<file path="src/rtl/tdm_demux.sv">
// rtl/tdm_demux.sv - receive-side slot demultiplexer for a counter-driven N:1 serial TDM link
//
// Ports:
//   clk       rising-edge clock
//   rstn      asynchronous active-low reset
//   in        serial slot bit, sampled when en=1
//   en        slot strobe; in/sync are ignored while en=0
//   sync      frame marker, expected with en on slot 0 of every frame
//   out       last completed frame, out[k] = bit received in slot k
//   valid     one-cycle pulse, out was just updated
//   locked    high while frame alignment is held
//   frame_err one-cycle pulse, missing or early sync marker
//   slot      index of the next expected slot
module tdm_demux #(
    parameter int N  = 8,
    parameter int SW = 3
) (
    input  logic          clk,
    input  logic          rstn,
    input  logic          in,
    input  logic          en,
    input  logic          sync,
    output logic [N-1:0]  out,
    output logic          valid,
    output logic          locked,
    output logic          frame_err,
    output logic [SW-1:0] slot
);

    typedef enum logic {
        HUNT   = 1'b0,
        LOCKED = 1'b1
    } state_t;

    localparam logic [SW-1:0] LAST_SLOT = SW'(N - 1);

    state_t        state_q, state_d;
    logic [SW-1:0] slot_q, slot_d;
    logic [N-1:0]  shadow_q, shadow_d;
    logic [N-1:0]  out_q, out_d;
    logic          valid_d;
    logic          err_d;
    logic          locked_q;
    logic          valid_q;
    logic          err_q;

    always_ff @(posedge clk or negedge rstn) begin
        if (!rstn) begin
            state_q  <= HUNT;
            slot_q   <= '0;
            shadow_q <= '0;
            out_q    <= '0;
            valid_q  <= 1'b0;
            err_q    <= 1'b0;
            locked_q <= 1'b0;
        end else begin
            state_q  <= state_d;
            slot_q   <= slot_d;
            shadow_q <= shadow_d;
            out_q    <= out_d;
            valid_q  <= valid_d;
            err_q    <= err_d;
            locked_q <= (state_d == LOCKED);
        end
    end

    always_comb begin
        state_d  = state_q;
        slot_d   = slot_q;
        shadow_d = shadow_q;
        out_d    = out_q;
        valid_d  = 1'b0;
        err_d    = 1'b0;

        if (en) begin
            case (state_q)
                HUNT: begin
                    if (sync) begin
                        shadow_d[0] = in;
                        slot_d      = SW'(1);
                        state_d     = LOCKED;
                    end
                end
                LOCKED: begin
                    if (sync) begin
                        // A marker anywhere but slot 0 aborts the partial frame,
                        // but we trust it and realign rather than dropping lock.
                        err_d       = (slot_q != '0);
                        shadow_d[0] = in;
                        slot_d      = SW'(1);
                    end else if (slot_q == '0) begin
                        err_d   = 1'b1;
                        state_d = HUNT;
                        slot_d  = '0;
                    end else begin
                        shadow_d[slot_q] = in;
                        slot_d           = slot_q + SW'(1);
                        if (slot_q == LAST_SLOT) begin
                            // Bypass the shadow for the final bit so out updates
                            // on the same edge that samples slot N-1.
                            out_d   = {in, shadow_q[N-2:0]};
                            valid_d = 1'b1;
                        end
                    end
                end
                default: begin
                    state_d = HUNT;
                    slot_d  = '0;
                end
            endcase
        end
    end

    assign out       = out_q;
    assign valid     = valid_q;
    assign frame_err = err_q;
    assign locked    = locked_q;
    assign slot      = slot_q;

endmodule

</file>
<file path="config.mk">
export PLATFORM = sky130hd
export DESIGN_NAME = tdm_demux
export DESIGN_NICKNAME = d
export VERILOG_FILES = /design/src/rtl/tdm_demux.sv
export SDC_FILE = /design/constraint.sdc
export NUM_CORES = 1
export LEC_CHECK = 0
export CORE_ASPECT_RATIO = 0.9
export CORE_MARGIN = 2
export CORE_UTILIZATION = 30
export DETAILED_ROUTE_END_ITERATION = 12
export PLACE_DENSITY = 0.49
export SYNTH_ARGS = -nofsm -noshare
export SYNTH_HDL_FRONTEND = slang
export SYNTH_SLANG_ARGS = --single-unit
export TNS_END_PERCENT = 20
</file>
<file path="constraint.sdc">
create_clock -name clk -period 3.1 [get_ports clk]
set_input_delay 0.31 -clock clk [delete_from_list [all_inputs] [get_ports clk]]
set_output_delay 0.31 -clock clk [all_outputs]
set_load 0.005 [all_outputs]
</file>
# ---- After elaboration in Yosys (flattened, before gate mapping)
# Cells that the tools add are included.
dict set report word_totals {
  regBits 22
  inputBits 5
  out_inout_bits 14
}
dict set report classes {
  n_addsub 1
  order_cmp 2
  eq_ne 3
  n_mux 24
  n_bitwise 3
  reduce_logical 7
}
# operator n
set ops {}
lappend ops {{1-bit 2-to-1 mux} 16}
lappend ops {{3-bit 2-to-1 mux} 3}
lappend ops {{8-bit bitwise mux} 1}
lappend ops {{3-bit one-hot mux with 2 select lines} 1}
lappend ops {{5-bit AND reduction} 1}
lappend ops {{3-bit by 4-bit < comparator with 1-bit output (second input constant)} 1}
lappend ops {{1-bit one-hot mux with 2 select lines} 2}
lappend ops {{4-bit AND reduction} 1}
lappend ops {{3-bit by 1-bit adder with 3-bit output (second input constant)} 1}
lappend ops {{1-bit demux with 3-bit select} 1}
lappend ops {{3-bit equality test (second input constant)} 1}
lappend ops {{3-bit by 1-bit >= comparator with 1-bit output (second input constant)} 1}
lappend ops {{3-bit zero test} 1}
lappend ops {{3-bit inequality test (second input constant)} 1}
lappend ops {{1-bit NOT} 3}
lappend ops {{3-bit AND reduction} 1}
lappend ops {{3-bit nonzero test} 1}
lappend ops {{2-bit inequality test (second input constant)} 1}
lappend ops {{2-bit AND reduction} 1}
lappend ops {{1-bit logical AND} 1}

# ---- Depth between registers and ports, before layout
# Gate-level depths: netlist (run 1).
dict set report logic_depth {
  word_depth 8
  depth_mapped 7
  ltp_nobuf 7
}

# ---- Worst setup path before layout (run 1)
# No wires, ideal clock.
dict set report synth_path {
  path_type {reg-to-reg}
  startpoint {register slot_q[0], in the netlist slot[0]}
  endpoint {register shadow_q[6]}
  setup_time_ns 0.127
  t_arrival_ns 1.844
  required_time_ns 2.973
  path_slack_ns 1.129
  stages_incl_launch_ff 8
  n_path_buf 0
  cell_sequence {dfrtp_1 inv_1 ha_1 nand2b_1 ha_1 nand3_1 or4_1 mux2_1}
}
dict set report synth_between {
  elab_chain_len 5
  elab_cells_between_ends 9
  classes_between {order compare (2); mux (3); bitwise (1); reduce/logical (3)}
}
# item line_no
set synth_lines {}
lappend synth_lines {{from (decl)} 38} ;# logic [SW-1:0] slot_q, slot_d;
lappend synth_lines {{from (signal assigned)} 58} ;# slot_q <= slot_d;
lappend synth_lines {{3-bit by 4-bit < comparator with 1-bit output (not written as such) or 3-bit by 1-bit >= comparator with 1-bit output (tied branches)} 96} ;# shadow_d[slot_q] = in;
lappend synth_lines {{1-bit logical AND (not written as such)} 96}
lappend synth_lines {{1-bit 2-to-1 mux (not written as such)} 96}
lappend synth_lines {{1-bit demux with 3-bit select} 96}
lappend synth_lines {{8-bit bitwise mux} 96}
lappend synth_lines {{to (signal assigned)} 59} ;# shadow_q <= shadow_d;
lappend synth_lines {{to (decl)} 39} ;# logic [N-1:0] shadow_q, shadow_d;
# Parallel ways exist; a longest one is shown, timed or not.
# A chain may end at the register's enable or synchronous reset.

# ---- Worst setup path in the final report (run 1)
# Ends and elaborated chain as after synthesis.

==> results of run 1 <==
## power groups by stage
stage / sequential [mW] / clock [mW] / combinational, mW
global placement: 0.417 / 0 / 0.254
detailed placement: 0.418 / 0 / 0.252
floorplan: 0.393 / 0 / 0.156
finish: 0.412 / 0.129 / 0.250
CTS: 0.413 / 0.140 / 0.254
global route: 0.426 / 0.153 / 0.291
## kinds of logic after synthesis
family	count (synthesis)
AO/OA/AOI/OAI	11
buffers and inverters	7
multiplexers	14
adder cells (fa/ha/maj)	5
AND/OR/NAND/NOR	24
flip-flops	21
## final timing paths
path / from / to / slack [ns] / cells past startpoint
min in group asynchronous: rstn / out[2] / 0.52 / 1
hold reg to reg: shadow_q[2] / shadow_q[2] / 0.50 / 1
hold / removal: shadow_q[2] / shadow_q[2] / 0.50 / 1
setup reg to reg: slot[0] / shadow_q[6] / 0.91 / 7
max in group asynchronous: rstn / slot[1] / 2.01 / 1
setup / recovery: slot[0] / shadow_q[6] / 0.91 / 7
## through the flow
step / cell area (sq um) / hold WS (ns)
2_1_floorplan: 966 / 0.0144
3_3_place_gp: 1190 / 0.470
3_5_place_dp: 1190 / 0.480
4_1_cts: 1220 / 0.507
5_1_grt: 1220 / 0.527
6_report: 1220 / 0.502
## registers in the layout (all words and copies together), names as in the netlist
signal	flops
out	8
shadow_q	7
slot	3
frame_err	1
locked	1
valid	1
## cells in the mapped netlist, types with 2 or more instances
cell type	instances	area (sq um)
sky130_fd_sc_hd__dfrtp_1	21	526
sky130_fd_sc_hd__mux2_1	7	78.8
sky130_fd_sc_hd__mux2_2	7	78.8
sky130_fd_sc_hd__ha_1	5	62.6
sky130_fd_sc_hd__nand2_1	5	18.8
sky130_fd_sc_hd__inv_1	4	15.0
sky130_fd_sc_hd__nand2b_1	4	25.0
sky130_fd_sc_hd__nor3_1	4	20.0
sky130_fd_sc_hd__o21ai_0	4	20.0
sky130_fd_sc_hd__nor2_1	3	11.3
sky130_fd_sc_hd__a21oi_1	2	10.0
sky130_fd_sc_hd__a31oi_1	2	12.5
sky130_fd_sc_hd__nand4_1	2	12.5
## metal layers
metal / up-vias / global-route usage, % / share of wire (%)
li1: 333 / - / -
met1: 321 / 15.2 / 51
met2: 11 / 17.4 / 45
met3: 2 / 3.50 / 3.2
met4: 0 / 3.73 / 1.1
met5: - / 0 / 0
## area by class of cell
class | count | area [sq um]
clock buffers | 4 | 26.3
flip-flops and latches | 21 | 526
multi-input cells | 54 | 413
repair buffers | 18 | 180
well taps | 42 | 52.6
fillers | 293 | 1850
inverters | 5 | 18.8
==> metrics list, run 1 <==
- Critical path required time: 3.30 ns
- For this design, the slowest cell found on the critical path is sky130_fd_sc_hd__dfrtp_1.
- Port buffering added 18 buffers.
* Number of pins with negative max-slew slack in the final report: 0
- The Yosys step of the flow raised 0 warnings.
- Adder-Cell Fraction of Synth Area: 6.48%
- After detailed placement, the design holds a cell count of 140.
- The worst-case IR drop observed on VDD is 0.317 mV.
- Detailed placement finished with a half-perimeter wire length of 1280 microns.
- Data arrival time at the worst-slack endpoint: 2.39 ns
- After Yosys synthesis, and, or, nand and nor cells account for 13.3% of the synthesized area.
* Cell at the root of the clock tree: sky130_fd_sc_hd__clkbuf_4
* Max-cap violations: 0
- Net count reported at finish: 113
* CORE AREA: 3070 sq um
- After synthesis, the share of flip-flops with an asynchronous set or reset is 100%.
- Setup violations remaining at the end of the flow were counted as 0.
* Routed wire per std cell: 12.4 microns
- In this run, flip-flops and latches consume 52.1% of the power.
- Critical path peak fanout: 9
- Post-CTS Resized: 0
- Measured along the y axis, the die boundary spans 57.8 microns.
- Starting density of the core: 31.5%
- Cells traversed along the worst timing path: inv_1, ha_1, nand2b_1, ha_1, nand3_1, or4_1, mux2_1
- Switch share: 32.9%
- Global routing used 11.3% of the available tracks across all layers.
- Synthesized-area fraction occupied by ao, oa, aoi and oai cells: 6.61%
- Post-Route WL: 1790 microns
- Class of the most critical hold timing path: reg2reg
- Buffers inserted during clock tree synthesis total 3.
* Fraction of power consumed by the clock network: 16.3%
* Sum Neg Setup Slack: 0 ns
- For the pin with the worst max-slew slack, the measured transition is 0.941 ns.
- Setup repair after global routing missed its margin: no
- The share of the Yosys chip area taken by registers is 54.4%.
* Critical Path End Type: flip-flop
* Placer Congestion: 0.835
* Critical path's top delay family: simple AND/OR/NAND/NOR gates
- Max-slew headroom: 37.1%
- In the routed layout, each cell is associated on average with a via count of 4.63.
- Pre-antenna DRT Iters: 4
- The clock passes through at most 2 buffers.
- Most common flop cell mapped by yosys: sky130_fd_sc_hd__dfrtp_1
- After the first detailed-routing iteration, the DRC count stood at 11.
- P&R area growth vs syn: 25.9%
- Yosys mapped a number of flops with a built-in enable equal to 0.
* Global-route congestion overflow total: 0
- Clock tree from TritonCTS: yes
- For this design the static power due to leakage is 0.564 nW.
- After detailed routing, the number of remaining DRC violations is 0.
- Largest stage delay, worst path: 0.51 ns
- Crit Path Category: reg2reg
- Number of antenna violations at the first check in global routing: 0
* Maximum clock rate: 456 MHz
- Final cell utilization of the core: 39.7%
- The number of global-route vias before repair was 670.
- The number of hold buffers added after CTS was 0.
* Worst-skew pair later-pin latency: 0.30 ns
- Buffers plus inverters on the worst setup path: 1
- Combinational share of power: 31.6%
- The count of nets left with antenna violations once routing finished came out at 0.
- Setup WS pre-CTS: 0.901 ns
* Xor/xnor cell area share of the yosys netlist: 0%
- Clock skew on the completed layout was measured at 0.00222 ns.
- Reg clk slew, reported paths: 0.11 ns
* Result of the run: finished, final reports clean
* First-pass GRT wire length: 3180 microns
- The die is 63.8 microns wide.
- Detailed-route via count: 667
- Among the stages of the critical path, the cell type that occurs most often is sky130_fd_sc_hd__ha_1.
* Crit path launch type: flip-flop
- The cell count after synthesis came out at 82.
- In the post-route analysis, the smallest setup slack over all paths is 0.909 ns.
* Largest net degree at the start of global routing: 22
- For this design the total switching power over the nets is 0.260 mW.
- 0 antenna diodes ended up in the layout.
- The portion of synthesized area spent on multiplexers is 16.3%.
- Combinational family with the most area after synthesis: multiplexers
- The netlist uses 25 different library cells.
- Most common cell after layout, fill and taps aside: sky130_fd_sc_hd__dfrtp_1
- Total power divided by cell area: 650 nW/um^2
* Mapped Avg Cell Area: 11.8 sq um
* Total number of placement rows: 19
- CTS built an H-tree with a depth of 1.
* #FFs+latches synth: 21
- In the layout the commonest cells are sky130_fd_sc_hd__dfrtp_1 (21), sky130_fd_sc_hd__clkdlybuf4s50_1 (18), sky130_fd_sc_hd__mux2_2 (7), sky130_fd_sc_hd__mux2_1 (7).
* Period utilisation layout: 70.7%
* Number of setup buffers added after CTS: 0
- The synthesized netlist occupies a cell area of 966 sq um.
- 19 I/O pins were placed.
- The tree built by TritonCTS fans out to 21 sinks.
* Overall die area: 3690 sq um
- The smallest clock period supported by the final layout is computed as 2.19 ns.
- Synthesis produced a netlist with a net count of 92.
- Hold Fails Final Rpt: 0
- Layout cell share with drive strength beyond 1: 10.8%
* Internal: 0.530 mW
* Count of placed standard cells in the final layout, fillers left out: 144
- The design draws 0.791 mW.
Note: power is estimated with default switching activity, not from simulation.
==> run 2: changes to the inputs <==
--- a/config.mk
+++ b/config.mk
@@ -9,7 +9,7 @@
 export CORE_MARGIN = 2
 export CORE_UTILIZATION = 30
 export DETAILED_ROUTE_END_ITERATION = 12
-export PLACE_DENSITY = 0.49
+export PLACE_DENSITY = 0.51
 export SYNTH_ARGS = -nofsm -noshare
 export SYNTH_HDL_FRONTEND = slang
 export SYNTH_SLANG_ARGS = --single-unit
==> constraint.sdc (replaced) <==
create_clock -name clk -period 1.8 [get_ports clk]
set_input_delay 0.18 -clock clk [delete_from_list [all_inputs] [get_ports clk]]
set_output_delay 0.18 -clock clk [all_outputs]
set_load 0.005 [all_outputs]
==> run 2 against run 1 <==
Against the previous run: via count increased by 12%; clock power is 72% higher; count of clock-buffer cells in the layout decreased by 1; non-clock buffer count increased by 13; fmax rose by 29%; sequential share of layout area fell by 5.2 points; final area is 14% higher; critical path type unchanged; largest cell class unchanged; highest routed layer unchanged.
==> metrics list, run 2 (synthesis gave the netlist of run 1 again) <==
- The largest fanout on the critical path came to 8 (was 9).
* Remaining antenna violation count: 0 (unchanged)
- The average detailed-routed wire length per instance was 12.1 microns (was 12.4 microns).
- Cells traversed along the worst timing path: buf_4, ha_1, ha_1, nand4_1, buf_12, mux2_2 (was inv_1, ha_1, nand2b_1, ha_1, nand3_1, or4_1, mux2_1)
- The static leakage power is 0.644 nW (was 0.564 nW).
- The clock tree buffer depth is 2 (unchanged).
* Class of the most critical hold timing path: in2async (was reg2reg)
* Post-route cell area: 1390 sq um (was 1220 sq um)
- Startpoint of the most critical register-to-register path: slot[0] (unchanged)
- Worst-skew pair later-pin latency: 0.30 ns (about the same)
- Number of global-route vias before repair: 725 (was 670)
- Max-cap violations: 0 (unchanged)
- The via count is 744 (was 667).
* Critical path depth in cells: 6 (was 7)
- The synthesis-to-finish area growth came to 43.9% (was 25.9%).
* Critical path endpoint: out[6] (was shadow_q[6])
* Largest net degree at the start of global routing: 22 (unchanged)
* Number of port buffers: 18 (unchanged)
- Clock tree from TritonCTS: yes (unchanged)
- The worst setup path category was reg2reg (unchanged).
- The final estimated routing congestion in global placement is 0.750 (was 0.835).
- The total of hold buffers inserted after clock tree synthesis came to 0 (unchanged).
- Maximum clock rate: 587 MHz (was 456 MHz)
* Period utilisation layout: 94.7% (was 70.7%)
- The net count of the finished layout is 126 (was 113).
- Pre-antenna DRT Iters: 4 (unchanged)
- The total grt overflow is 0 (unchanged).
- Total of endpoints with negative setup slack in the final report: 0 (unchanged)
* Peak supply drop: 0.508 mV (was 0.317 mV)
- The highest-delay cell along the critical path was sky130_fd_sc_hd__dfrtp_2 (was sky130_fd_sc_hd__dfrtp_1).
- Data arrival time at the worst-slack endpoint: 1.90 ns (was 2.39 ns)
- FF-to-FF path depth: 6 (was 7)
- The number of H-tree levels is 1 (unchanged).
- Reg-to-Reg End: out[6] (was shadow_q[6])
- Number of pins with negative max-slew slack in the final report: 0 (unchanged)
- Detailed placement HPWL: 1440 microns (was 1280 microns)
- Drt drc: 0 (unchanged)
- The placement-stage cell area was 1350 sq um (was 1190 sq um).
- Die H: 57.8 microns (unchanged)
- Post-Route WL: 1900 microns (was 1790 microns)
- The antenna cell count came to 0 (unchanged).
* CORE AREA: 3070 sq um (unchanged)
* Critical Path End Type: flip-flop (unchanged)
* First-pass GRT wire length: 3390 microns (was 3180 microns)
- Buffers plus inverters on the worst setup path: 2 (was 1)
* Total number of placement rows: 19 (unchanged)
- The fraction of final layout cells with drive strength greater than 1 came to 32.2% (was 10.8%).
* Shortest clock period the worst path allows after layout: 1.70 ns (was 2.19 ns)
* Mean number of vias per cell: 4.74 (was 4.63)
* Most used cells in the layout excluding fill and tap cells: sky130_fd_sc_hd__dfrtp_1 (19), sky130_fd_sc_hd__clkdlybuf4s50_1 (18), sky130_fd_sc_hd__buf_4 (12) (was sky130_fd_sc_hd__dfrtp_1 (21), sky130_fd_sc_hd__clkdlybuf4s50_1 (18), sky130_fd_sc_hd__mux2_2 (7), sky130_fd_sc_hd__mux2_1 (7))
* Setup repair after global routing missed its margin: no (unchanged)
- Overall die area: 3690 sq um (unchanged)
* Cell repeated most along the worst path: sky130_fd_sc_hd__ha_1 (unchanged)
- Worst-Margin Slew: 0.282 ns (was 0.941 ns)
- Starting density of the core: 31.5% (unchanged)
- Reg clk slew, reported paths: 0.12 ns (was 0.11 ns)
* Clock Skew: 0.00462 ns (was 0.00222 ns)
* Max-slew headroom: 81.1% (was 37.1%)
- The die width came to 63.8 microns (unchanged).
- The first-iteration detailed-routing DRC count is 21 (was 11).
* Most common cell after layout, fill and taps aside: sky130_fd_sc_hd__dfrtp_1 (unchanged)
- Crit path launch type: flip-flop (unchanged)
- Combined global-route utilization of all metal layers: 11.9% (was 11.3%)
- Cell at the root of the clock tree: sky130_fd_sc_hd__clkbuf_4 (unchanged)
- Number of antenna violations at the first check in global routing: 0 (unchanged)
- Result of the run: finished, final reports clean (unchanged)
- Clock sinks: 21 (unchanged)
- Critical path's top delay family: flip-flops (was simple AND/OR/NAND/NOR gates)
- The setup slack of the worst register-to-register path is 0.1 ns (was 0.91 ns).
* Final cell utilization of the core: 45.3% (was 39.7%)
* Number of buffers created by CTS: 3 (unchanged)
- The number of hold violations in the final report was 0 (unchanged).
- The top-level I/O count came to 19 (unchanged).
- Number of flip-flops in the largest register: 8 (unchanged)
- The startpoint of the worst setup timing path is slot[0] (unchanged).
- The worst path required time came to 1.99 ns (was 3.30 ns).
* Largest stage delay, worst path: 0.43 ns (was 0.51 ns)
- Total power divided by cell area: 1120 nW/um^2 (was 650 nW/um^2)
==> run 2: cell count changes in the layout (fill, tap and decap cells not counted), moves of 2 or more <==
cell | previous run | this run
sky130_fd_sc_hd__ha_1 | 5 | 3
sky130_fd_sc_hd__nor3_1 | 4 | 1
sky130_fd_sc_hd__dfrtp_1 | 21 | 19
sky130_fd_sc_hd__buf_4 | 0 | 12
sky130_fd_sc_hd__ha_4 | 0 | 2
sky130_fd_sc_hd__nor3_2 | 0 | 3
sky130_fd_sc_hd__dfrtp_2 | 0 | 2
==> run 2: layer usage <==
layer,vias to the layer above,track usage [%],routed length [microns]
met5,-,0,0
met1,365,15.8,911
met4,0,1.86,13
met2,17,19.2,877
met3,2,4.27,100
li1,360,-,-
==> run 2: power breakdown <==
| group | leakage, nW | switching [mW] | internal (mW) |
|---|---|---|---|
| combinational | 0.350 | 0.317 | 0.378 |
| sequential | 0.277 | 0.0558 | 0.586 |
| clock | 0.0177 | 0.140 | 0.0827 |
==> run 2: repair_timing <==
action | CTS | global route
endpoints found under the setup margin | 1 | 3
resized for setup | 0 | 3
buffers inserted | 0 | 0
endpoints found under the hold margin | 0 | 0
pin swaps | 1 | 0
==> run 2: cell type report <==
class	count	area, sq um
Fill cell	277	1680
Sequential cell	21	528
Multi-Input combinational cell	54	473
Timing Repair Buffer	31	290
Tap cell	42	52.6
Clock buffer	3	22.5
Inverter	5	18.8
Clock inverter	1	5.00
==> run 2: how the worst min path moves through the flow <==
stage / cells past startpoint / slack [ns] / startpoint / end
finish: 2 / 0.22 / rstn / shadow_q[6]
floorplan: 0 / -0.12 / rstn / frame_err
global placement: 1 / 0.46 / shadow_q[4] / shadow_q[4]
global route: 2 / 0.22 / rstn / shadow_q[6]
CTS: 2 / 0.22 / rstn / out[0]
detailed placement: 1 / 0.48 / shadow_q[1] / shadow_q[1]
==> run 2: per-stage QoR <==
stage	instances	TNS (ns)	hold WS, ns	total power [mW]	setup WS [ns]
after global placement	153	-0.0594	0.462	1.34	-0.0594
after floorplan	82	-0.0801	-0.116	1.02	-0.0801
after CTS	157	0	0.219	1.58	0.0794
after detailed placement	153	-0.0803	0.476	1.35	-0.0803
after global routing	157	0	0.223	1.70	0.00542
final	157	0	0.218	1.56	0.0955
==> run 3: changes to the inputs <==
--- a/config.mk
+++ b/config.mk
@@ -8,6 +8,7 @@
 export CORE_ASPECT_RATIO = 0.9
 export CORE_MARGIN = 2
 export CORE_UTILIZATION = 30
+export CTS_CLUSTER_DIAMETER = 40
 export DETAILED_ROUTE_END_ITERATION = 12
 export PLACE_DENSITY = 0.51
 export SYNTH_ARGS = -nofsm -noshare
==> results of run 3 <==
No change in the layout: final DEF, timing and power equal those of run 2.
